$ cat config.mk
export PLATFORM = sky130hd
export DESIGN_NAME = bpu_update_sched_flat
export DESIGN_NICKNAME = d
export VERILOG_FILES = /design/src/rtl/bpu_update_sched_if.sv /design/src/rtl/bpu_update_sched.sv /design/src/flat_wrapper.sv
export SDC_FILE = /design/constraint.sdc
export NUM_CORES = 1
export LEC_CHECK = 0
export BUFFER_PORTS_ARGS = -buffer_cell sky130_fd_sc_hd__buf_2
export CAP_MARGIN = 15
export CORE_ASPECT_RATIO = 0.8
export CORE_UTILIZATION = 49
export DETAILED_ROUTE_END_ITERATION = 12
export HOLD_SLACK_MARGIN = 0.15
export MAX_ROUTING_LAYER = met4
export PLACE_DENSITY = 0.79
export SYNTH_ARGS = -nofsm -noshare
export SYNTH_HDL_FRONTEND = slang
export SYNTH_SLANG_ARGS = --single-unit
$ cat constraint.sdc
create_clock -name clk -period 3.2 [get_ports clk]
set_input_delay 0.64 -clock clk [delete_from_list [all_inputs] [get_ports clk]]
set_output_delay 0.64 -clock clk [all_outputs]
set_load 0.05 [all_outputs]
$ cat src/rtl/bpu_update_sched_if.sv
// Handshake and table-port bundle for bpu_update_sched.
// master = surrounding pipeline/table side, slave = the scheduler.
interface bpu_update_sched_if #(
  parameter int ADDR_WIDTH = 32,
  parameter int HASH_DEPTH = 5,
  parameter int PARA_WIDTH = 10
);
  logic                  ex_vld;
  logic [ADDR_WIDTH-1:0] ex_pc;
  logic                  ex_taken;
  logic                  ex_ready;
  logic                  if_req;
  logic                  if_gnt;
  logic [HASH_DEPTH-1:0] tbl_raddr;
  logic [PARA_WIDTH-1:0] tbl_rdata1;
  logic [PARA_WIDTH-1:0] tbl_rdata2;
  logic [1:0]            tbl_we;
  logic [HASH_DEPTH-1:0] tbl_waddr;
  logic [PARA_WIDTH-1:0] tbl_wdata;
  logic                  busy;

  modport master (
    output ex_vld, ex_pc, ex_taken, if_req, tbl_rdata1, tbl_rdata2,
    input  ex_ready, if_gnt, tbl_raddr, tbl_we, tbl_waddr, tbl_wdata, busy
  );

  modport slave (
    input  ex_vld, ex_pc, ex_taken, if_req, tbl_rdata1, tbl_rdata2,
    output ex_ready, if_gnt, tbl_raddr, tbl_we, tbl_waddr, tbl_wdata, busy
  );
endinterface

$ cat src/rtl/bpu_update_sched.sv
// PHT update scheduler: queues resolved branches and retires them as one-cycle RMW
// writes, sharing the write port with fetch. Optional init sweep: BPU_INIT_SWEEP_EN.
module bpu_update_sched_chk #(
  parameter int FIFO_DEPTH = 4,
  parameter int CNT_W      = 3
) (
  input logic             clk,
  input logic             rstn,
  input logic [CNT_W-1:0] count,
  input logic             pop,
  input logic             gnt,
  input logic             sweep,
  input logic [1:0]       we
);
  a_gnt_pop_excl: assert property (@(posedge clk) disable iff (!rstn) !(pop && gnt));
  a_count_range:  assert property (@(posedge clk) disable iff (!rstn) count <= CNT_W'(FIFO_DEPTH));
  a_dual_we_only_sweep: assert property (@(posedge clk) disable iff (!rstn) sweep || (we != 2'b11));
endmodule

module bpu_update_sched #(
  parameter int ADDR_WIDTH = 32,
  parameter int HASH_DEPTH = 5,
  parameter int PARA_WIDTH = 10,
  parameter int FIFO_DEPTH = 4
) (
  input logic               clk,
  input logic               rstn,
  bpu_update_sched_if.slave bus
);
  localparam int PTR_W = $clog2(FIFO_DEPTH);
  localparam logic [PTR_W:0] CNT_FULL = (PTR_W+1)'(FIFO_DEPTH);
  localparam logic [PARA_WIDTH-1:0] INIT_ENTRY = PARA_WIDTH'(10'h055);

  typedef struct packed {
    logic [HASH_DEPTH-1:0] idx;
    logic                  slot;
    logic                  taken;
  } upd_t;

  // Saturating update of the counter selected by hist, then shift the outcome into hist.
  function automatic logic [PARA_WIDTH-1:0] rmw_entry(input logic [PARA_WIDTH-1:0] old,
                                                     input logic taken);
    logic [1:0]            hist;
    logic [1:0]            ctr;
    logic [1:0]            nxt;
    logic [PARA_WIDTH-1:0] res;
    hist = old[PARA_WIDTH-1 -: 2];
    ctr  = old[{hist, 1'b0} +: 2];
    if (taken) begin
      nxt = (ctr == 2'b11) ? 2'b11 : ctr + 2'b01;
    end else begin
      nxt = (ctr == 2'b00) ? 2'b00 : ctr - 2'b01;
    end
    res = old;
    res[{hist, 1'b0} +: 2] = nxt;
    res[PARA_WIDTH-1 -: 2] = {hist[0], taken};
    return res;
  endfunction

  upd_t                  fifo_r [FIFO_DEPTH];
  logic [PTR_W-1:0]      wr_ptr_r;
  logic [PTR_W-1:0]      rd_ptr_r;
  logic [PTR_W:0]        count_r;
  logic                  sweep_s;
  logic                  run_s;
  logic [HASH_DEPTH-1:0] sweep_addr_s;
  logic                  full_s;
  logic                  empty_s;
  logic                  ready_s;
  logic                  push_s;
  logic                  pop_s;
  upd_t                  head_s;
  logic [PARA_WIDTH-1:0] head_rdata_s;
  logic                  unused_s;

`ifdef BPU_INIT_SWEEP_EN
  localparam logic [0:0] ST_SWEEP = 1'b0;
  localparam logic [0:0] ST_RUN   = 1'b1;

  logic [0:0]            state_r;
  logic [HASH_DEPTH-1:0] sweep_cnt_r;

  // Init sweep walks every index once, then hands the port over to update traffic.
  always_ff @(posedge clk) begin
    if (!rstn) begin
      state_r     <= ST_SWEEP;
      sweep_cnt_r <= '0;
    end else begin
      case (state_r)
        ST_SWEEP: begin
          sweep_cnt_r <= sweep_cnt_r + HASH_DEPTH'(1);
          state_r     <= (sweep_cnt_r == {HASH_DEPTH{1'b1}}) ? ST_RUN : ST_SWEEP;
        end
        ST_RUN:  state_r <= ST_RUN;
        default: state_r <= ST_RUN;
      endcase
    end
  end

  assign sweep_s      = (state_r == ST_SWEEP);
  assign sweep_addr_s = sweep_cnt_r;
`else
  assign sweep_s      = 1'b0;
  assign sweep_addr_s = '0;
`endif

  assign run_s    = !sweep_s;
  assign unused_s = ^{bus.ex_pc[ADDR_WIDTH-1:HASH_DEPTH+3], bus.ex_pc[1:0]};

  // Arbitration: a full queue beats fetch so it is guaranteed to leave full.
  always_comb begin
    full_s       = (count_r == CNT_FULL);
    empty_s      = (count_r == '0);
    head_s       = fifo_r[rd_ptr_r];
    head_rdata_s = head_s.slot ? bus.tbl_rdata2 : bus.tbl_rdata1;
    ready_s      = run_s && !full_s;
    push_s       = bus.ex_vld && ready_s;
    pop_s        = run_s && !empty_s && (full_s || !bus.if_req);
    bus.ex_ready  = ready_s;
    bus.if_gnt    = run_s && (empty_s || (!full_s && bus.if_req));
    bus.tbl_raddr = head_s.idx;
    bus.busy      = sweep_s;
    if (sweep_s) begin
      bus.tbl_we    = 2'b11;
      bus.tbl_waddr = sweep_addr_s;
      bus.tbl_wdata = INIT_ENTRY;
    end else if (pop_s) begin
      bus.tbl_we    = head_s.slot ? 2'b10 : 2'b01;
      bus.tbl_waddr = head_s.idx;
      bus.tbl_wdata = rmw_entry(head_rdata_s, head_s.taken);
    end else begin
      bus.tbl_we    = 2'b00;
      bus.tbl_waddr = head_s.idx;
      bus.tbl_wdata = '0;
    end
  end

  // Queue pointers and occupancy; reset discards anything still queued.
  always_ff @(posedge clk) begin
    if (!rstn) begin
      wr_ptr_r <= '0;
      rd_ptr_r <= '0;
      count_r  <= '0;
    end else begin
      wr_ptr_r <= push_s ? wr_ptr_r + PTR_W'(1) : wr_ptr_r;
      rd_ptr_r <= pop_s  ? rd_ptr_r + PTR_W'(1) : rd_ptr_r;
      case ({push_s, pop_s})
        2'b10:   count_r <= count_r + (PTR_W+1)'(1);
        2'b01:   count_r <= count_r - (PTR_W+1)'(1);
        default: count_r <= count_r;
      endcase
    end
  end

  // Queue storage, written only on accepted pushes.
  always_ff @(posedge clk) begin
    if (push_s) begin
      fifo_r[wr_ptr_r] <= {bus.ex_pc[HASH_DEPTH+2:3], bus.ex_pc[2], bus.ex_taken};
    end
  end

  bpu_update_sched_chk #(
    .FIFO_DEPTH (FIFO_DEPTH),
    .CNT_W      (PTR_W+1)
  ) u_chk (
    .clk   (clk),
    .rstn  (rstn),
    .count (count_r),
    .pop   (pop_s),
    .gnt   (bus.if_gnt),
    .sweep (sweep_s),
    .we    (bus.tbl_we)
  );
endmodule

$ cat src/flat_wrapper.sv
// flat-port wrapper written by rule: the top's interface ports become plain ports
module bpu_update_sched_flat 
#(
  parameter int ADDR_WIDTH = 32,
  parameter int HASH_DEPTH = 5,
  parameter int PARA_WIDTH = 10,
  parameter int FIFO_DEPTH = 4
)
  (clk, rstn, bus_ex_vld, bus_ex_pc, bus_ex_taken, bus_if_req, bus_tbl_rdata1, bus_tbl_rdata2, bus_ex_ready, bus_if_gnt, bus_tbl_raddr, bus_tbl_we, bus_tbl_waddr, bus_tbl_wdata, bus_busy);
  bpu_update_sched_if #(.ADDR_WIDTH(ADDR_WIDTH), .HASH_DEPTH(HASH_DEPTH), .PARA_WIDTH(PARA_WIDTH)) bus_i ();
  input logic clk;
  input logic rstn;
  input wire logic [$bits(bus_i.ex_vld)-1:0] bus_ex_vld;
  input wire logic [$bits(bus_i.ex_pc)-1:0] bus_ex_pc;
  input wire logic [$bits(bus_i.ex_taken)-1:0] bus_ex_taken;
  input wire logic [$bits(bus_i.if_req)-1:0] bus_if_req;
  input wire logic [$bits(bus_i.tbl_rdata1)-1:0] bus_tbl_rdata1;
  input wire logic [$bits(bus_i.tbl_rdata2)-1:0] bus_tbl_rdata2;
  output wire logic [$bits(bus_i.ex_ready)-1:0] bus_ex_ready;
  output wire logic [$bits(bus_i.if_gnt)-1:0] bus_if_gnt;
  output wire logic [$bits(bus_i.tbl_raddr)-1:0] bus_tbl_raddr;
  output wire logic [$bits(bus_i.tbl_we)-1:0] bus_tbl_we;
  output wire logic [$bits(bus_i.tbl_waddr)-1:0] bus_tbl_waddr;
  output wire logic [$bits(bus_i.tbl_wdata)-1:0] bus_tbl_wdata;
  output wire logic [$bits(bus_i.busy)-1:0] bus_busy;
  assign bus_i.ex_vld = bus_ex_vld;
  assign bus_i.ex_pc = bus_ex_pc;
  assign bus_i.ex_taken = bus_ex_taken;
  assign bus_i.if_req = bus_if_req;
  assign bus_i.tbl_rdata1 = bus_tbl_rdata1;
  assign bus_i.tbl_rdata2 = bus_tbl_rdata2;
  assign bus_ex_ready = bus_i.ex_ready;
  assign bus_if_gnt = bus_i.if_gnt;
  assign bus_tbl_raddr = bus_i.tbl_raddr;
  assign bus_tbl_we = bus_i.tbl_we;
  assign bus_tbl_waddr = bus_i.tbl_waddr;
  assign bus_tbl_wdata = bus_i.tbl_wdata;
  assign bus_busy = bus_i.busy;
  bpu_update_sched #(.ADDR_WIDTH(ADDR_WIDTH), .HASH_DEPTH(HASH_DEPTH), .PARA_WIDTH(PARA_WIDTH), .FIFO_DEPTH(FIFO_DEPTH)) u_core (.clk(clk), .rstn(rstn), .bus(bus_i));
endmodule
==> reports/qor.log, run 1 <==
INFO  status         outcome=complete, no violations
INFO  sta            timing.final.max_slew_violations=0
INFO  job            max_cap_violations=0
INFO  placed_design  gp_congestion=0.890
INFO  routing        drt-total-wl=4610um
INFO  routing        detail_route.wl_per_cell=15.4um
INFO  yosys          synth_cell_types=45
INFO  grt            grt_max_degree=14
INFO  worst_hold_path hold_class=flip-flop to flip-flop
INFO  routing        detailed_route_via_count=1660
INFO  final_layout   diodes=0
INFO  sta            max_clock_freq=324MHz
INFO  clocking       clock_net_sink_count=37
INFO  routing        drc=0
INFO  clocking       clkSlewWorstSetupHoldPaths=0.07ns
INFO  routing        drt-vias-per-instance=5.55
INFO  placed_design  place.detailed.hpwl=3420um
INFO  clocking       htree_levels=2
INFO  clocking       clock_tree_from_tritoncts=yes
INFO  sta            rsz0062_at_grt=no
INFO  worst_setup_path critPathMaxStageDelay=0.54ns
INFO  sta            setup_skew_after_layout=0.00348ns
INFO  floorplanning  die-height=62.1um
INFO  clocking       insertion_delay_of_the_later_clocked_pin_in_the_worst_skew_pair=0.28ns
INFO  worst_setup_path crit_family=multiplexers
INFO  power          static-leakage-power=1.06nW
INFO  worst_setup_path timing.rr.start=u_core.count_r[1]$_SDFFE_PN0P_
INFO  sta            tns=0ns
INFO  yosys          synth-edff-count=28
INFO  grt            antenna_found_initial=0
INFO  sta            hold_viol_final=0
INFO  sta            layout_worst_path_cycle_share=96.4%
INFO  final_layout   layout_commonest_cell=sky130_fd_sc_hd__buf_2
INFO  yosys          ys_seq_elements=37
INFO  yosys          synth_ff_type=sky130_fd_sc_hd__edfxtp_1
INFO  clocking       clk_root_buffer_cell=sky130_fd_sc_hd__clkbuf_8
INFO  placed_design  pre_cts_ws=0.207ns
INFO  worst_setup_path critical-path-slowest-cell=sky130_fd_sc_hd__mux4_2
INFO  final_layout   highest_count_cells_in_the_layout_ignoring_fill_and_taps=sky130_fd_sc_hd__buf_2 (48), sky130_fd_sc_hd__edfxtp_1 (28), sky130_fd_sc_hd__buf_4 (11)
INFO  clocking       tritoncts.num_buffers=5
INFO  yosys          synth-async-reset-ratio=0%
INFO  worst_setup_path critical_path.endpoint=bus_tbl_wdata[2]
INFO  yosys          synth.yosys.seq_area_share=46.1%
INFO  floorplanning  core_area=4260squm
INFO  sta            finalWorstSetupSlack=0.115ns
INFO  placed_design  detailed_place.area=2530squm
INFO  routing        detailed_route_iter0_violations=88
INFO  final_layout   fin_util=62.6%
INFO  worst_setup_path startpoint_type=flip-flop
INFO  final_layout   drive_gt1_share=38.4%
INFO  worst_setup_path cp_data_arrival_time=2.45ns
INFO  grt            global_route.usage.total=20.3%
INFO  yosys          post_synth.cell_area_avg=11.9squm
INFO  sta            final-setup-viol-count=0
INFO  final_layout   finish.instance_area=2670squm
INFO  final_layout   areaGrowthSynthToFinish=20.5%
INFO  worst_setup_path worstSetupStartpoint=u_core.fifo_r[0][1]$_DFFE_PP_
INFO  routing        firstDrtPassIters=4
INFO  floorplanning  io_pins=82
INFO  clocking       max-clock-path-buffers=2
INFO  final_layout   multi_input_comb_area=1100squm
INFO  final_layout   seqCellArea=1020squm
INFO  yosys          synthesis.yosys.warnings=0
INFO  worst_setup_path timing.critical_path.depth=8
INFO  grt            grt_pass1_wl=7360um
INFO  placed_design  io_buffers=54
INFO  sta            minimum_period_implied_by_the_final_worst_setup_slack=3.09ns
INFO  worst_setup_path crit_required=2.56ns
INFO  yosys          syn-cell-area=2210squm
INFO  worst_setup_path element_type_at_the_critical_path_end=primary output
INFO  floorplanning  dieWidth=77.1um
INFO  floorplanning  floorplan.initialDensity=52.0%
INFO  final_layout   layout.filler_cells=368
INFO  worst_setup_path r2r-end=u_core.count_r[2]$_SDFFE_PN0P_
INFO  routing        antenna_violating_nets_post_route=0
INFO  clocking       post_cts_hold_buffer_count=0
INFO  grt            first_global_vias=1566
INFO  worst_setup_path worst-setup-path-type=flip-flop to primary output
INFO  worst_setup_path bufs_and_invs_on_worst_path=2
INFO  yosys          mappedNetlistNets=252
INFO  worst_setup_path crit_fanout=3
INFO  worst_setup_path critical_path.cell_chain=mux4_2, mux2_4, inv_1, ha_1, nor2_2, nand4b_1, o32ai_1, buf_4
INFO  final_layout   nNetsFinal=308
INFO  worst_setup_path timing.reg2reg.setup_slack=0.97ns
INFO  floorplanning  rows=21
INFO  grt            globalRouteOverflowTotal=0
INFO  floorplanning  floorplan.die_area=4790squm
INFO  power          vdd_drop_max=0.464mV
INFO  power          p_per_area=966nW/um^2
INFO  worst_setup_path r2r.worst_path.cells=10
INFO  yosys          synthCells=186
==> cell usage after synthesis, types with 3 or more instances <==
master / instances / area, sq um
sky130_fd_sc_hd__edfxtp_1: 28 / 841
sky130_fd_sc_hd__mux2i_1: 10 / 100
sky130_fd_sc_hd__and2_1: 9 / 56.3
sky130_fd_sc_hd__dfxtp_1: 9 / 180
sky130_fd_sc_hd__inv_1: 9 / 33.8
sky130_fd_sc_hd__a21oi_1: 8 / 40.0
sky130_fd_sc_hd__ha_1: 8 / 100
sky130_fd_sc_hd__nand2_1: 8 / 30.0
sky130_fd_sc_hd__nor2_1: 8 / 30.0
sky130_fd_sc_hd__o21ai_0: 8 / 40.0
sky130_fd_sc_hd__mux2_2: 7 / 78.8
sky130_fd_sc_hd__mux4_2: 7 / 158
sky130_fd_sc_hd__buf_4: 6 / 45.0
sky130_fd_sc_hd__nand3_1: 6 / 30.0
sky130_fd_sc_hd__o32ai_1: 5 / 43.8
sky130_fd_sc_hd__and3_1: 4 / 25.0
sky130_fd_sc_hd__clkbuf_1: 4 / 15.0
sky130_fd_sc_hd__nor3_1: 4 / 20.0
sky130_fd_sc_hd__xnor2_1: 4 / 35.0
sky130_fd_sc_hd__nand4b_1: 3 / 26.3
sky130_fd_sc_hd__o211ai_1: 3 / 22.5
==> worst reg2reg max path, stage by stage, from the launching register on <==
cell,delay (ns)
sky130_fd_sc_hd__dfxtp_1,0.34
sky130_fd_sc_hd__inv_1,0.10
sky130_fd_sc_hd__nand3_1,0.18
sky130_fd_sc_hd__and2_1,0.25
sky130_fd_sc_hd__inv_1,0.08
sky130_fd_sc_hd__ha_1,0.18
sky130_fd_sc_hd__inv_1,0.06
sky130_fd_sc_hd__fa_1,0.38
sky130_fd_sc_hd__xor2_1,0.16
sky130_fd_sc_hd__or3_1,0.30
sky130_fd_sc_hd__a21boi_0,0.15
==> state kept, by name, indices dropped and copies added, names as in the netlist, named ones only <==
name             cells
u_core.fifo_r       28
u_core.count_r       3
u_core.rd_ptr_r      2
u_core.wr_ptr_r      2
==> where the power goes <==
group | switching (mW) | leakage [nW] | internal (mW)
clock network | 0.143 | 0.0387 | 0.147
registers | 0.0376 | 0.331 | 0.597
logic | 1.08 | 0.690 | 0.570
==> final cells by class <==
cell class	instances	area share [%]
inverters	10	1.41
clock buffers	6	2.72
clock inverters	1	0.141
flip-flops and latches	37	38.3
multi-input cells	125	41.2
well taps	57	2.67
repair buffers	63	13.5
==> through the flow <==
stage	total power, mW	cells	hold WS [ns]
after detailed placement	2.22	291	0.508
final	2.58	299	0.514
after global routing	2.71	299	0.537
after CTS	2.54	299	0.517
after global placement	2.19	291	0.500
after floorplan	1.92	186	0.476
==> cells by family after synthesis <==
kind of cell               after synthesis  share of synthesized area, %
other                                    1                         0.169
muxes                                   25                          15.8
adders and majority gates                9                          5.43
and+or+nand+nor                         49                          13.1
buffers and inverters                   24                          5.82
DFF                                     37                          46.1
xor gates and xnor gates                 5                          1.98
AOI/OAI and AO/OA                       36                          11.6
==> routing by layer <==
metal  part of all wire [%]  global-route usage, %
met1                     48                   27.7
met4                   0.82                   4.25
met3                    4.6                   4.41
met2                     46                   31.2
met5                      0                      -
==> worst min path at each step <==
stage	to	cells past startpoint	start	slack [ns]
2_1_floorplan	u_core.wr_ptr_r[1]$_SDFFE_PN0P_	2	u_core.wr_ptr_r[1]$_SDFFE_PN0P_	0.48
5_1_grt	u_core.wr_ptr_r[1]$_SDFFE_PN0P_	2	u_core.wr_ptr_r[1]$_SDFFE_PN0P_	0.54
6_report	u_core.wr_ptr_r[1]$_SDFFE_PN0P_	2	u_core.wr_ptr_r[1]$_SDFFE_PN0P_	0.51
3_3_place_gp	u_core.wr_ptr_r[1]$_SDFFE_PN0P_	2	u_core.wr_ptr_r[1]$_SDFFE_PN0P_	0.50
3_5_place_dp	u_core.wr_ptr_r[1]$_SDFFE_PN0P_	2	u_core.wr_ptr_r[1]$_SDFFE_PN0P_	0.51
4_1_cts	u_core.wr_ptr_r[1]$_SDFFE_PN0P_	2	u_core.wr_ptr_r[1]$_SDFFE_PN0P_	0.52
==> what timing repair did <==
action                     in CTS  in global routing
setup endpoints to repair       4                  6
resized for setup               6                  8
buffers inserted                1                  0
pin swaps                       0                  4
(Power assumes the default switching activity.)
==> run 2: changes to the inputs <==
- BUFFER_PORTS_ARGS: -buffer_cell sky130_fd_sc_hd__buf_2 -> -buffer_cell sky130_fd_sc_hd__buf_4
- clock period: 3.2 -> 3.35 ns (I/O delays scaled with it)
==> run 2 against run 1 <==
Compared with the run above:
- via count increased by 0.36%
- clock power increased by 26%
- sequential power decreased by 4.7%
- largest cell class unchanged
==> reports/qor.log, run 2 (same netlist as run 1, synthesis figures left out) <==
INFO  grt            grt_max_degree=21 [+7]
INFO  final_layout   max_ffs_per_register=28 [unchanged]
INFO  sta            layout_worst_path_cycle_share=96.3%
INFO  power          power.total=2.55mW [-0.98%]
INFO  clocking       clkSlewWorstSetupHoldPaths=0.07ns [about the same]
INFO  sta            max_clock_freq=310MHz
INFO  worst_hold_path hold_class=flip-flop to flip-flop
INFO  clocking       post_cts_repair_setup_buffers=0 [-1]
INFO  clocking       tritoncts.num_buffers=5 [unchanged]
INFO  final_layout   regMostFlops=u_core.fifo_r
INFO  placed_design  gp_congestion=0.866 [-2.7%]
INFO  clocking       clock_tree_from_tritoncts=yes
INFO  floorplanning  rows=21 [unchanged]
INFO  floorplanning  core_area=4260squm [unchanged]
INFO  clocking       clock_net_sink_count=37 [unchanged]
INFO  placed_design  io_buffers=54 [unchanged]
INFO  floorplanning  die-height=62.1um [unchanged]
INFO  clocking       max-clock-path-buffers=2 [unchanged]
INFO  status         outcome=complete, no violations
INFO  routing        detailed_route_iter0_violations=98 [+11%]
INFO  final_layout   final_cells=295 [-1.3%]
INFO  grt            globalRouteOverflowTotal=0 [unchanged]
INFO  clocking       cts_resized=0 [-6]
INFO  grt            first_global_vias=1631 [+4.2%]
INFO  worst_setup_path startpoint_type=flip-flop
INFO  worst_setup_path cp_data_arrival_time=2.55ns [+0.10 ns]
INFO  routing        drt-vias-per-instance=5.65 [+1.7%]
INFO  routing        antenna_violating_nets_post_route=0 [unchanged]
INFO  final_layout   highest_count_cells_in_the_layout_ignoring_fill_and_taps=sky130_fd_sc_hd__buf_4 (58), sky130_fd_sc_hd__edfxtp_1 (28), sky130_fd_sc_hd__mux2i_1 (10)
INFO  final_layout   areaGrowthSynthToFinish=24.4%
INFO  clocking       htree_levels=2 [unchanged]
INFO  placed_design  placed_cells_incl_taps=287 [-1.4%]
INFO  placed_design  detailed_place.area=2630squm [+3.9%]
INFO  placed_design  place.detailed.hpwl=3520um [+3.1%]
INFO  sta            rsz0062_at_grt=yes
INFO  sta            hold_viol_final=0 [unchanged]
INFO  floorplanning  floorplan.initialDensity=52.0% [unchanged]
INFO  grt            antenna_found_initial=0 [unchanged]
INFO  power          p_per_area=927nW/um^2 [-4.1%]
INFO  sta            minimum_period_implied_by_the_final_worst_setup_slack=3.22ns
INFO  routing        detailed_route_via_count=1666 [+0.36%]
INFO  sta            timing.final.max_slew_violations=0 [unchanged]
INFO  routing        detail_route.wl_per_cell=15.3um [-0.56%]
INFO  grt            global_route.usage.total=20.9% [+0.68 points]
INFO  clocking       post_cts_hold_buffer_count=0 [unchanged]
INFO  job            max_cap_violations=0 [unchanged]
INFO  clocking       insertion_delay_of_the_later_clocked_pin_in_the_worst_skew_pair=0.28ns [about the same]
INFO  routing        drt-total-wl=4520um [-1.9%]
INFO  power          static-leakage-power=1.08nW [+1.8%]
INFO  grt            grt_pass1_wl=7560um [+2.6%]
INFO  worst_setup_path element_type_at_the_critical_path_end=primary output
INFO  worst_setup_path worst-setup-path-type=flip-flop to primary output
INFO  final_layout   finish.instance_area=2750squm [+3.2%]
INFO  clocking       clk_root_buffer_cell=sky130_fd_sc_hd__clkbuf_8
INFO  final_layout   nNetsFinal=303 [-1.6%]
INFO  sta            tns=0ns [unchanged]
INFO  routing        firstDrtPassIters=4 [unchanged]
INFO  worst_setup_path crit_fanout=3 [unchanged]
INFO  final_layout   diodes=0 [unchanged]
INFO  final_layout   fin_util=64.7% [+2.0 points]
INFO  floorplanning  floorplan.die_area=4790squm [unchanged]
INFO  power          vdd_drop_max=0.511mV [+10%]
INFO  sta            setup_skew_after_layout=0.00562ns [+0.00214 ns]
INFO  floorplanning  io_pins=82 [unchanged]
INFO  final_layout   layout_top_registers=u_core.fifo_r: 28 flops, u_core.count_r: 3 flops
INFO  final_layout   layout_commonest_cell=sky130_fd_sc_hd__buf_4
INFO  sta            final-setup-viol-count=0 [unchanged]
INFO  final_layout   drive_gt1_share=37.0% [-1.5 points]
INFO  routing        drc=0 [unchanged]
INFO  worst_setup_path crit_required=2.68ns [+0.12 ns]
INFO  floorplanning  dieWidth=77.1um [unchanged]
[run 2: path summary, 6_finish.rpt]
path                                                startpoint                        endpoint  slack (ns)  cells after the start
worst max-delay path                                 flip-flop                bus_tbl_wdata[3]        0.13                      8
worst min register to register  u_core.count_r[2]$_SDFFE_PN0P_  u_core.count_r[2]$_SDFFE_PN0P_        0.52                      2
worst min-delay path            u_core.count_r[2]$_SDFFE_PN0P_  u_core.count_r[2]$_SDFFE_PN0P_        0.52                      2
worst max register to register  u_core.count_r[0]$_SDFFE_PN0P_  u_core.count_r[2]$_SDFFE_PN0P_        1.08                     10
[run 2: metal layers]
metal	track usage (%)	routed length (um)
met3	5.29	295
met5	-	0
met2	32.1	2180
met4	4.01	0
met1	28.4	2050
[run 2: cell type report]
class,instances,area [sq um]
Clock buffer,5,68.8
Clock inverter,3,41.3
Fill cell,356,1500
Inverter,10,37.5
Multi-Input combinational cell,125,1080
Sequential cell,37,1020
Tap cell,57,71.3
Timing Repair Buffer,58,435
[run 2: stage by stage]
stage,hold WS (ns),setup WS [ns]
after floorplan,0.476,-0.247
after global placement,0.497,0.400
after detailed placement,0.524,0.376
after CTS,0.533,0.0685
after global routing,0.543,-0.0135
final,0.524,0.126
[run 2: where the power goes]
| group | internal, mW | switching [mW] | total (mW) |
|---|---|---|---|
| combinational | 0.566 | 1.02 | 1.58 |
| clock | 0.219 | 0.146 | 0.365 |
| sequential | 0.569 | 0.0355 | 0.604 |
[run 2: critical path: stages (launching register included)]
cell and delay [ns]:
sky130_fd_sc_hd__dfxtp_1 0.36, sky130_fd_sc_hd__mux4_2 0.58, sky130_fd_sc_hd__mux2_2 0.27, sky130_fd_sc_hd__inv_1 0.05, sky130_fd_sc_hd__ha_1 0.23, sky130_fd_sc_hd__nor2_2 0.16
sky130_fd_sc_hd__nand4b_1 0.18, sky130_fd_sc_hd__o32ai_1 0.18, sky130_fd_sc_hd__buf_4 0.26
